File: src/rtl/ysyx_22040750_fetch_ctrl.sv
// Fetch-PC controller: owns the fetch PC, arbitrates redirects,
// drives pipeline flushes and discards wrong-path fetch responses.
module ysyx_22040750_fetch_ctrl #(
    parameter logic [31:0] RST_PC = 32'h8000_0000,
    parameter int          OUTST  = 2
) (
    input  logic        I_clk,
    input  logic        I_rst,
    input  logic        I_intr_valid,
    input  logic [31:0] I_intr_pc,
    input  logic        I_ex_valid,
    input  logic [31:0] I_ex_pc,
    input  logic        I_id_valid,
    input  logic [31:0] I_id_pc,
    output logic        O_fetch_valid,
    input  logic        I_fetch_ready,
    output logic [31:0] O_fetch_pc,
    input  logic        I_resp_valid,
    output logic        O_resp_discard,
    output logic        O_flush_id,
    output logic        O_flush_ex
);

    localparam logic [1:0] CAP = 2'(OUTST);

    typedef enum logic {
        BOOT,
        RUN
    } state_t;

    state_t      state;
    logic [31:0] pc_q;
    logic [1:0]  outst;
    logic [1:0]  stale;
    logic [1:0]  outst_next;
    logic        hs;
    logic        redir;
    logic        redir_full;
    logic [31:0] target;

    assign O_fetch_valid = ~I_rst & (state == RUN) & (outst < CAP);
    assign O_fetch_pc    = pc_q;
    assign hs            = O_fetch_valid & I_fetch_ready;

    // Fixed-priority redirect select: trap/mret, then EX, then ID.
    always_comb begin
        redir      = 1'b0;
        redir_full = 1'b0;
        target     = pc_q;
        if (I_intr_valid) begin
            redir      = 1'b1;
            redir_full = 1'b1;
            target     = I_intr_pc;
        end else if (I_ex_valid) begin
            redir      = 1'b1;
            redir_full = 1'b1;
            target     = I_ex_pc;
        end else if (I_id_valid) begin
            redir      = 1'b1;
            target     = I_id_pc;
        end
    end

    assign O_flush_id     = ~I_rst & redir;
    assign O_flush_ex     = ~I_rst & redir_full;
    assign O_resp_discard = ~I_rst & I_resp_valid
                          & ((stale != 2'd0) | redir);

    // Next in-flight count; a response with nothing in flight is ignored.
    always_comb begin
        outst_next = outst;
        if (hs && !I_resp_valid) begin
            outst_next = outst + 2'd1;
        end else if (!hs && I_resp_valid && outst != 2'd0) begin
            outst_next = outst - 2'd1;
        end
    end

    // Boot FSM plus PC, in-flight and stale bookkeeping.
    always_ff @(posedge I_clk) begin
        if (I_rst) begin
            state <= BOOT;
            pc_q  <= RST_PC;
            outst <= 2'd0;
            stale <= 2'd0;
        end else begin
            state <= RUN;
            outst <= outst_next;
            if (redir) begin
                pc_q  <= {target[31:1], 1'b0};
                stale <= outst_next;
            end else begin
                if (hs) begin
                    pc_q <= pc_q + 32'd4;
                end
                if (I_resp_valid && stale != 2'd0) begin
                    stale <= stale - 2'd1;
                end
            end
        end
    end

endmodule

File: config.mk
export PLATFORM = sky130hd
export DESIGN_NAME = ysyx_22040750_fetch_ctrl
export DESIGN_NICKNAME = d
export VERILOG_FILES = /design/src/rtl/ysyx_22040750_fetch_ctrl.sv
export SDC_FILE = /design/constraint.sdc
export NUM_CORES = 1
export LEC_CHECK = 0
export BUFFER_PORTS_ARGS = -buffer_cell sky130_fd_sc_hd__buf_2
export CAP_MARGIN = 20
export CORE_ASPECT_RATIO = 1.4
export CORE_MARGIN = 1.5
export CORE_UTILIZATION = 50
export CTS_CLUSTER_SIZE = 30
export DETAILED_ROUTE_END_ITERATION = 16
export PLACE_DENSITY = 0.87
export SETUP_SLACK_MARGIN = 0.4
export SYNTH_ARGS = -nofsm -noshare
export SYNTH_HDL_FRONTEND = slang
export SYNTH_SLANG_ARGS = --single-unit
File: constraint.sdc
create_clock -name I_clk -period 5.7 [get_ports I_clk]
set_clock_uncertainty 0.15 [all_clocks]
set_input_delay 0.57 -clock I_clk [delete_from_list [all_inputs] [get_ports I_clk]]
set_output_delay 0.57 -clock I_clk [all_outputs]
set_load 0.01 [all_outputs]
# Word-level counts from Yosys, hierarchy flattened
# Cells that the tools add are included.
[totals]
regBits = 37
input_bits = 103
output_inout_bits = 36
word_cells = 47
[op_classes]
n_addsub = 4
order_cmp = 1
eq_ne = 1
mux = 15
bitwise_logic = 9
n_reduce_logical = 12
[op_table]
columns = ["op", "count"]
rows = [
  ["32-bit two-way mux", 5],
  ["32-bit by 3-bit adder with 32-bit output, second input constant", 1],
  ["2-bit two-way mux", 4],
  ["2-bit nonzero test", 4],
  ["1-bit bitwise AND", 7],
  ["1-bit two-way mux", 6],
  ["1-bit logical AND", 4],
  ["4-bit != test, second input constant", 1],
  ["2-bit by 1-bit subtractor with 2-bit output, second input constant", 2],
  ["2-bit by 1-bit adder with 2-bit output, second input constant", 1],
  ["1-bit zero test", 2],
  ["2-bit < comparator, second input constant", 1],
  ["2-bit AND reduction", 1],
  ["2-bit OR reduction", 1],
  ["1-bit NOT", 1],
  ["1-bit bitwise OR", 1],
]

# Logic depth before layout (Yosys ltp)
# Gate-level depths: netlist of the first run.
[logic_depth]
ltp_word = 10
mapped_depth = 8
depth_no_buf = 7

# Least setup slack after synthesis of the first run
# Ideal clock, no wire load.
[synth_timing]
kind = "input to output"
start = "input I_ex_valid"
end = "output O_resp_discard"
arrival_ps = 1556
t_required_ps = 4980
path_slack_ps = 3424
cell_stages = 5
cell_sequence = "clkbuf_1 nor3_1 buf_2 buf_2 a21oi_1"
[synth_between]
elab_chain_len = 4
[synth_rtl]
columns = ["item", "line", "source"]
rows = [
  ["start: declaration", "11", "input logic I_ex_valid,"],
  ["1-bit two-way mux", "54", "end else if (I_ex_valid) begin"],
  ["1-bit two-way mux", "50", "if (I_intr_valid) begin"],
  ["1-bit bitwise OR", "67", "& ((stale != 2'd0) | redir);"],
  ["1-bit bitwise AND", "67", ""],
  ["end: declaration", "19", "output logic O_resp_discard,"],
]
# Every way passes these cells.

# Worst setup path after layout of the first run
[layout_timing]
start = "input I_intr_valid"
end = "output O_flush_ex"
[layout_between]
elab_chain_len = 2
[layout_rtl]
columns = ["item", "line", "source"]
rows = [
  ["start: declaration", "9", "input logic I_intr_valid,"],
  ["1-bit two-way mux", "50", ""],
  ["1-bit bitwise AND", "65", "assign O_flush_ex = ~I_rst & redir_full;"],
  ["end: declaration", "21", "output logic O_flush_ex"],
]
# Every way passes these cells.

==> impl_metrics.json, run 1 <==
{
  "worstSkewPairLatency_ps": 290,
  "worstReg2RegEnd": "O_fetch_pc[20]",
  "dp_hpwl_um": 6870,
  "fin_crit_ps": 2880,
  "ant_nets": 0,
  "viasPerCell": 6.25,
  "final.setup.worst_slack_ps": 2820,
  "syn_area_um2": 2700,
  "reg2reg_depth": 6,
  "grt_first_pass_wirelength_um": 15000,
  "hold_depth": 2,
  "clockBufferDepth": 2,
  "worstPathArrival_ps": 2160,
  "path_clk_slew_ps": 70,
  "design.die.area_um2": 5850,
  "synth_area_per_cell_um2": 7.51,
  "yosys_warnings": 0,
  "cts_resized": 0,
  "grt_pass1_vias": 3152,
  "r2r_start": "O_fetch_pc[2]",
  "crit_fanout": 40,
  "async_flop_share_pct": 0,
  "io_buffer_count": 134,
  "antenna_found_initial": 0,
  "ys.flop_type": "dfxtp_1",
  "coreArea_um2": 5200,
  "hold_path.class": "reg -> reg",
  "clock-sinks": 36,
  "overflow": 0,
  "io_pins": 139,
  "grt_use_met1_pct": 41.3,
  "drt_iter0_markers": 293,
  "fillers": 484,
  "holdWs_ps": 379,
  "endpoint_kind": "primary output",
  "leakage_uw": 0.00146,
  "num_vias": 3393,
  "setup_viol_count_final": 0,
  "initial_core_util_pct": 51.9,
  "post_drt_wl_per_cell_um": 17.0,
  "met3_usage_pct": 5.01,
  "fin_nets": 582,
  "synth_area_leaders": "dfxtp_1, o21ai_0, nand2_1, nor2_1, nand4_1",
  "ys_types": 60,
  "grt_max_degree": 41,
  "synth_common_cells": "dfxtp_1, o21ai_0, nand2_1",
  "r2r_setup_slack_ps": 3350,
  "place_congestion": 0.910,
  "ir_drop_mv": 0.128,
  "ys_ff_latch": 36,
  "hold_start": "O_fetch_pc[1]",
  "drt_pass1_iterations": 5,
  "status": "finished, final reports clean",
  "drcViolationCount": 0,
  "placed_area_um2": 3360,
  "rows": 31,
  "p_per_area_nw_per_um2": 202,
  "min_period_over_period_pct": 50.5,
  "num_antenna_cells": 0,
  "cts_setup_buffers": 0,
  "cts_root_buf": "clkbuf_8",
  "drv_cap": 0,
  "syn_to_final_growth_pct": 27.8,
  "busiest_layer": "met2",
  "min_to": "O_fetch_pc[1]",
  "cts_tree": "yes",
  "grt_use_total_pct": 32.2,
  "final_area_um2": 3450,
  "drive_above_1_share_pct": 33.1,
  "wirelength_um": 9220,
  "htree_levels": 2,
  "rsz0062_at_grt": "false",
  "die_y_um": 89.9,
  "cp-start-kind": "input port",
  "yosys.area.top_type_share_pct": 26.7,
  "crit_required_ps": 4980,
  "max_freq_mhz": 347,
  "drv_slew": 0,
  "cts_buffers": 5,
  "die_w_um": 65.1,
  "place_ws_ps": 2770,
  "path_class": "in -> out",
  "timing.setup.tns_ps": 0,
  "gr-usage-met2_pct": 53.8,
  "yosysTopAreaCell": "dfxtp_1",
  "hold_viol_final": 0,
  "synth_edf_count": 0,
  "ys_seq_area_share_pct": 26.7,
  "synth.most_common_cell": "dfxtp_1",
  "synth_nets": 465,
  "cts_hold_buffers": 0,
  "max_slew_margin_pct": 38.2,
  "synthCells": 359,
  "worstMarginPinSlew_ps": 924
}
==> worst max-delay path, stage by stage <==
cell and delay (ps):
buf_2 540, clkinv_1 430, buf_4 310, a21oi_1 150
buf_2 150
==> routing by layer <==
metal	up-vias	wire length [µm]
met1	1572	3590
met4	0	205
met5	-	0
met2	179	4680
li1	1619	-
met3	23	751
==> worst max-delay path by stage <==
| stage | startpoint | endpoint | slack, ps | cells after the start |
|---|---|---|---|---|
| 2_1_floorplan | I_ex_valid | O_resp_discard | 3420 | 5 |
| 3_3_place_gp | I_intr_valid | O_flush_ex | 2880 | 5 |
| 3_5_place_dp | I_ex_valid | O_fetch_pc[24] | 2770 | 7 |
| 4_1_cts | I_intr_valid | O_flush_ex | 2840 | 5 |
| 5_1_grt | I_intr_valid | O_flush_ex | 2700 | 5 |
| 6_report | I_intr_valid | O_flush_ex | 2820 | 5 |
==> cell type report <==
cell class | count | area, µm² | share of cell area (%)
well taps | 66 | 82.6 | 2.40
inverters | 9 | 33.8 | 0.980
repair buffers | 138 | 701 | 20.3
clock buffers | 8 | 90.1 | 2.61
flip-flops and latches | 36 | 721 | 20.9
multi-input cells | 286 | 1820 | 52.8
==> kinds of logic after synthesis <==
family	after synthesis	share of synthesized area, %
AND/OR/NAND/NOR	148	31.2
other	1	0.139
XOR/XNOR	11	3.57
AO/OA/AOI/OAI	122	30.6
adder cells (fa/ha/maj)	3	1.39
multiplexers	1	0.371
buffers and inverters	37	5.99
flip-flops	36	26.7
==> report_power, final <==
| group | switching, µW | internal (µW) |
|---|---|---|
| Clock | 94.9 | 98.7 |
| Combinational | 105 | 92.6 |
| Sequential | 29.8 | 275 |
==> flip-flops by register name (all words and copies together), names as in the netlist <==
| register | flops |
|---|---|
| stale | 2 |
| state | 1 |
| O_fetch_pc | 31 |
| outst | 2 |
==> stage by stage <==
| step | power (µW) | cells | util (%) |
|---|---|---|---|
| 2_1_floorplan | 423 | 359 | - |
| 5_1_grt | 734 | 543 | 66.3 |
| 6_report | 696 | 543 | 66.3 |
| 4_1_cts | 693 | 543 | 66.3 |
| 3_5_place_dp | 505 | 535 | 64.6 |
| 3_3_place_gp | 496 | 535 | 64.6 |
==> placed cells by master (no fill, tap or decap), types with 3 or more instances in the layout <==
master,synthesis,layout
nor3_2,3,4
dfxtp_1,36,36
nor4_1,12,12
ha_1,3,3
nor3_1,7,6
nand4_1,15,15
o221ai_1,4,4
clkbuf_8,0,6
xnor2_1,6,6
a221o_1,9,9
a21oi_1,16,16
and2_1,3,3
a22oi_1,12,12
a221oi_1,4,4
inv_1,8,8
a31oi_1,4,4
nand2_1,30,30
and3_1,9,9
nand2b_1,4,4
buf_2,9,134
xor2_1,5,5
nor2_1,28,28
and4_1,4,4
o22ai_1,13,13
nand3_1,17,17
a211oi_1,8,8
o21ai_0,34,34
buf_4,1,4
Power figures use the tool's default switching activity.
==> inputs of run 2 (changes only) <==
- CORE_UTILIZATION: 50 -> 42
- PLACE_DENSITY: 0.87 -> 0.78
- clock period: 5.7 -> 2.5 ns (I/O delays scaled with it)
==> run 2 against run 1 <==
  * Global-route usage decreased by 4.6 points
  * Combinational power is 140% higher
  * Via count up 2.5%
  * Worst setup slack worse by 2300 ps
  * Sequential power rose by 130%
  * Final cell count up 3.3%
  * Final area up 5.0%
  * Total power rose by 140%
  * Wire length up 7.1%
  * Die area is 18% higher
  * Critical endpoint is now O_fetch_pc[20]
  * Largest cell class unchanged
==> impl_metrics.json, run 2 (synthesis results as in run 1) <==
{
  "mostFrequentLayoutCell": "buf_2",
  "endpoint_kind": "flop",
  "crit_required_ps": 2520,
  "ant_nets": 0,
  "path_delay_family": "simple AND/OR/NAND/NOR gates",
  "antenna_found_initial": 0,
  "status": "finished, final reports clean",
  "crit_slowest_cell": "dfxtp_1",
  "syn_to_final_growth_pct": 34.2,
  "path_class": "reg -> reg",
  "design.die.area_um2": 6920,
  "dp_hpwl_um": 7340,
  "ir_drop_mv": 0.289,
  "drt_pass1_iterations": 5,
  "fin_crit_ps": 2000,
  "fillers": 581,
  "overflow": 0,
  "drv_slew": 0,
  "io_pins": 139,
  "setup_viol_count_final": 0,
  "fin_nets": 594,
  "grt_first_pass_wirelength_um": 15600,
  "crit_buf_inv": 1,
  "drv_cap": 0,
  "cts_root_buf": "clkbuf_8",
  "hold_path.class": "in -> reg",
  "grt_use_met1_pct": 34.9,
  "cts_buffers": 5,
  "drive_above_1_share_pct": 36.8,
  "max_stage_delay_ps": 470,
  "drt_iter0_markers": 302,
  "num_vias": 3477,
  "cts_tree": "yes",
  "viasPerCell": 6.20,
  "largest_reg_flops": 31,
  "cp-start-kind": "flop",
  "final_cell_mix": "buf_2, dfxtp_1, o21ai_0, nand2_1, nor2_1",
  "drcViolationCount": 0,
  "leakage_uw": 0.00154,
  "htree_levels": 2,
  "rows": 34,
  "min_period_over_period_pct": 79.9,
  "cts_hold_buffers": 0,
  "p_per_area_nw_per_um2": 467,
  "max_freq_mhz": 501,
  "place_congestion": 0.947,
  "crit_fanout": 9,
  "wirelength_um": 9880,
  "coreArea_um2": 6210,
  "timing.setup.tns_ps": 0,
  "num_antenna_cells": 0,
  "grt_use_total_pct": 27.6,
  "busiest_layer": "met2",
  "grt_max_degree": 29,
  "holdWs_ps": 63.3,
  "io_buffer_count": 134,
  "met3_usage_pct": 4.23,
  "rsz0062_at_grt": "true",
  "initial_core_util_pct": 43.4,
  "clock-sinks": 36,
  "worstPathArrival_ps": 2020,
  "hold_viol_final": 0,
  "clockBufferDepth": 2,
  "grt_pass1_vias": 3240,
  "post_drt_wl_per_cell_um": 17.6,
  "die_w_um": 70.7,
  "path_clk_slew_ps": 90,
  "gr-usage-met2_pct": 48.0,
  "path_cells": "nand4_1 > buf_4 > nor4_4 > nand3_1 > a21oi_1 > nor4_1",
  "worstSkewPairLatency_ps": 300,
  "die_y_um": 97.8
}
run 2: changes by cell type in the layout (fill, tap and decap cells not counted), sizes merged:
cell      delta
clkinv       +1
bufinv       +1
clkinvlp     +1
buf         +12
clkbuf       -3
run 2: metal layers:
layer	share of wire [%]	up-vias
met5	0	-
met3	8.7	25
met1	38	1615
li1	-	1645
met4	2.1	0
met2	51	192
run 2: worst reg2reg max path: cells and delay by family, from the launching register on:
| kind | cells | cell delay, ps |
|---|---|---|
| flip-flops | 1 | 470 |
| AO/OA/AOI/OAI | 1 | 160 |
| buffers and inverters | 1 | 260 |
| AND/OR/NAND/NOR | 4 | 840 |
run 2: power breakdown:
part	switching (µW)	internal, µW
combinational	245	220
sequential	71.9	628
clock	229	295
total	547	1140
run 2: final timing paths:
kind / from / endpoint / slack [ps] / depth (start not counted)
worst max-delay path: O_fetch_pc[14] / O_fetch_pc[20] / 500 / 6
worst min-delay path: I_intr_pc[1] / O_fetch_pc[1] / 60 / 3
worst max register to register: O_fetch_pc[14] / O_fetch_pc[20] / 500 / 6
worst min register to register: stale[1] / stale[1] / 390 / 2
run 2: area by class of cell:
cell class	instances	area (µm²)	area share, %
clock buffers	5	68.8	1.90
clock inverters	3	42.5	1.18
inverters	9	33.8	0.934
multi-input cells	286	1870	51.7
flip-flops and latches	36	723	20.0
well taps	72	90.1	2.49
repair buffers	150	791	21.9
run 2: repair_timing:
item                                    CTS  global route
cloned                                    0             0
gates resized for setup                   2             9
pin swaps                                 0             1
setup buffers                             2             0
endpoints found under the setup margin    7            12
run 2: per-stage QoR:
stage	utilization [%]	std cells	total power [µW]	instance area, µm²	setup slack (ps)
after floorplan	-	359	964	2700	552
after global routing	58.3	561	1780	3620	382
after CTS	57.6	561	1680	3580	462
final	58.3	561	1690	3620	503
after detailed placement	55.4	551	1170	3440	289
after global placement	55.4	551	1150	3440	329
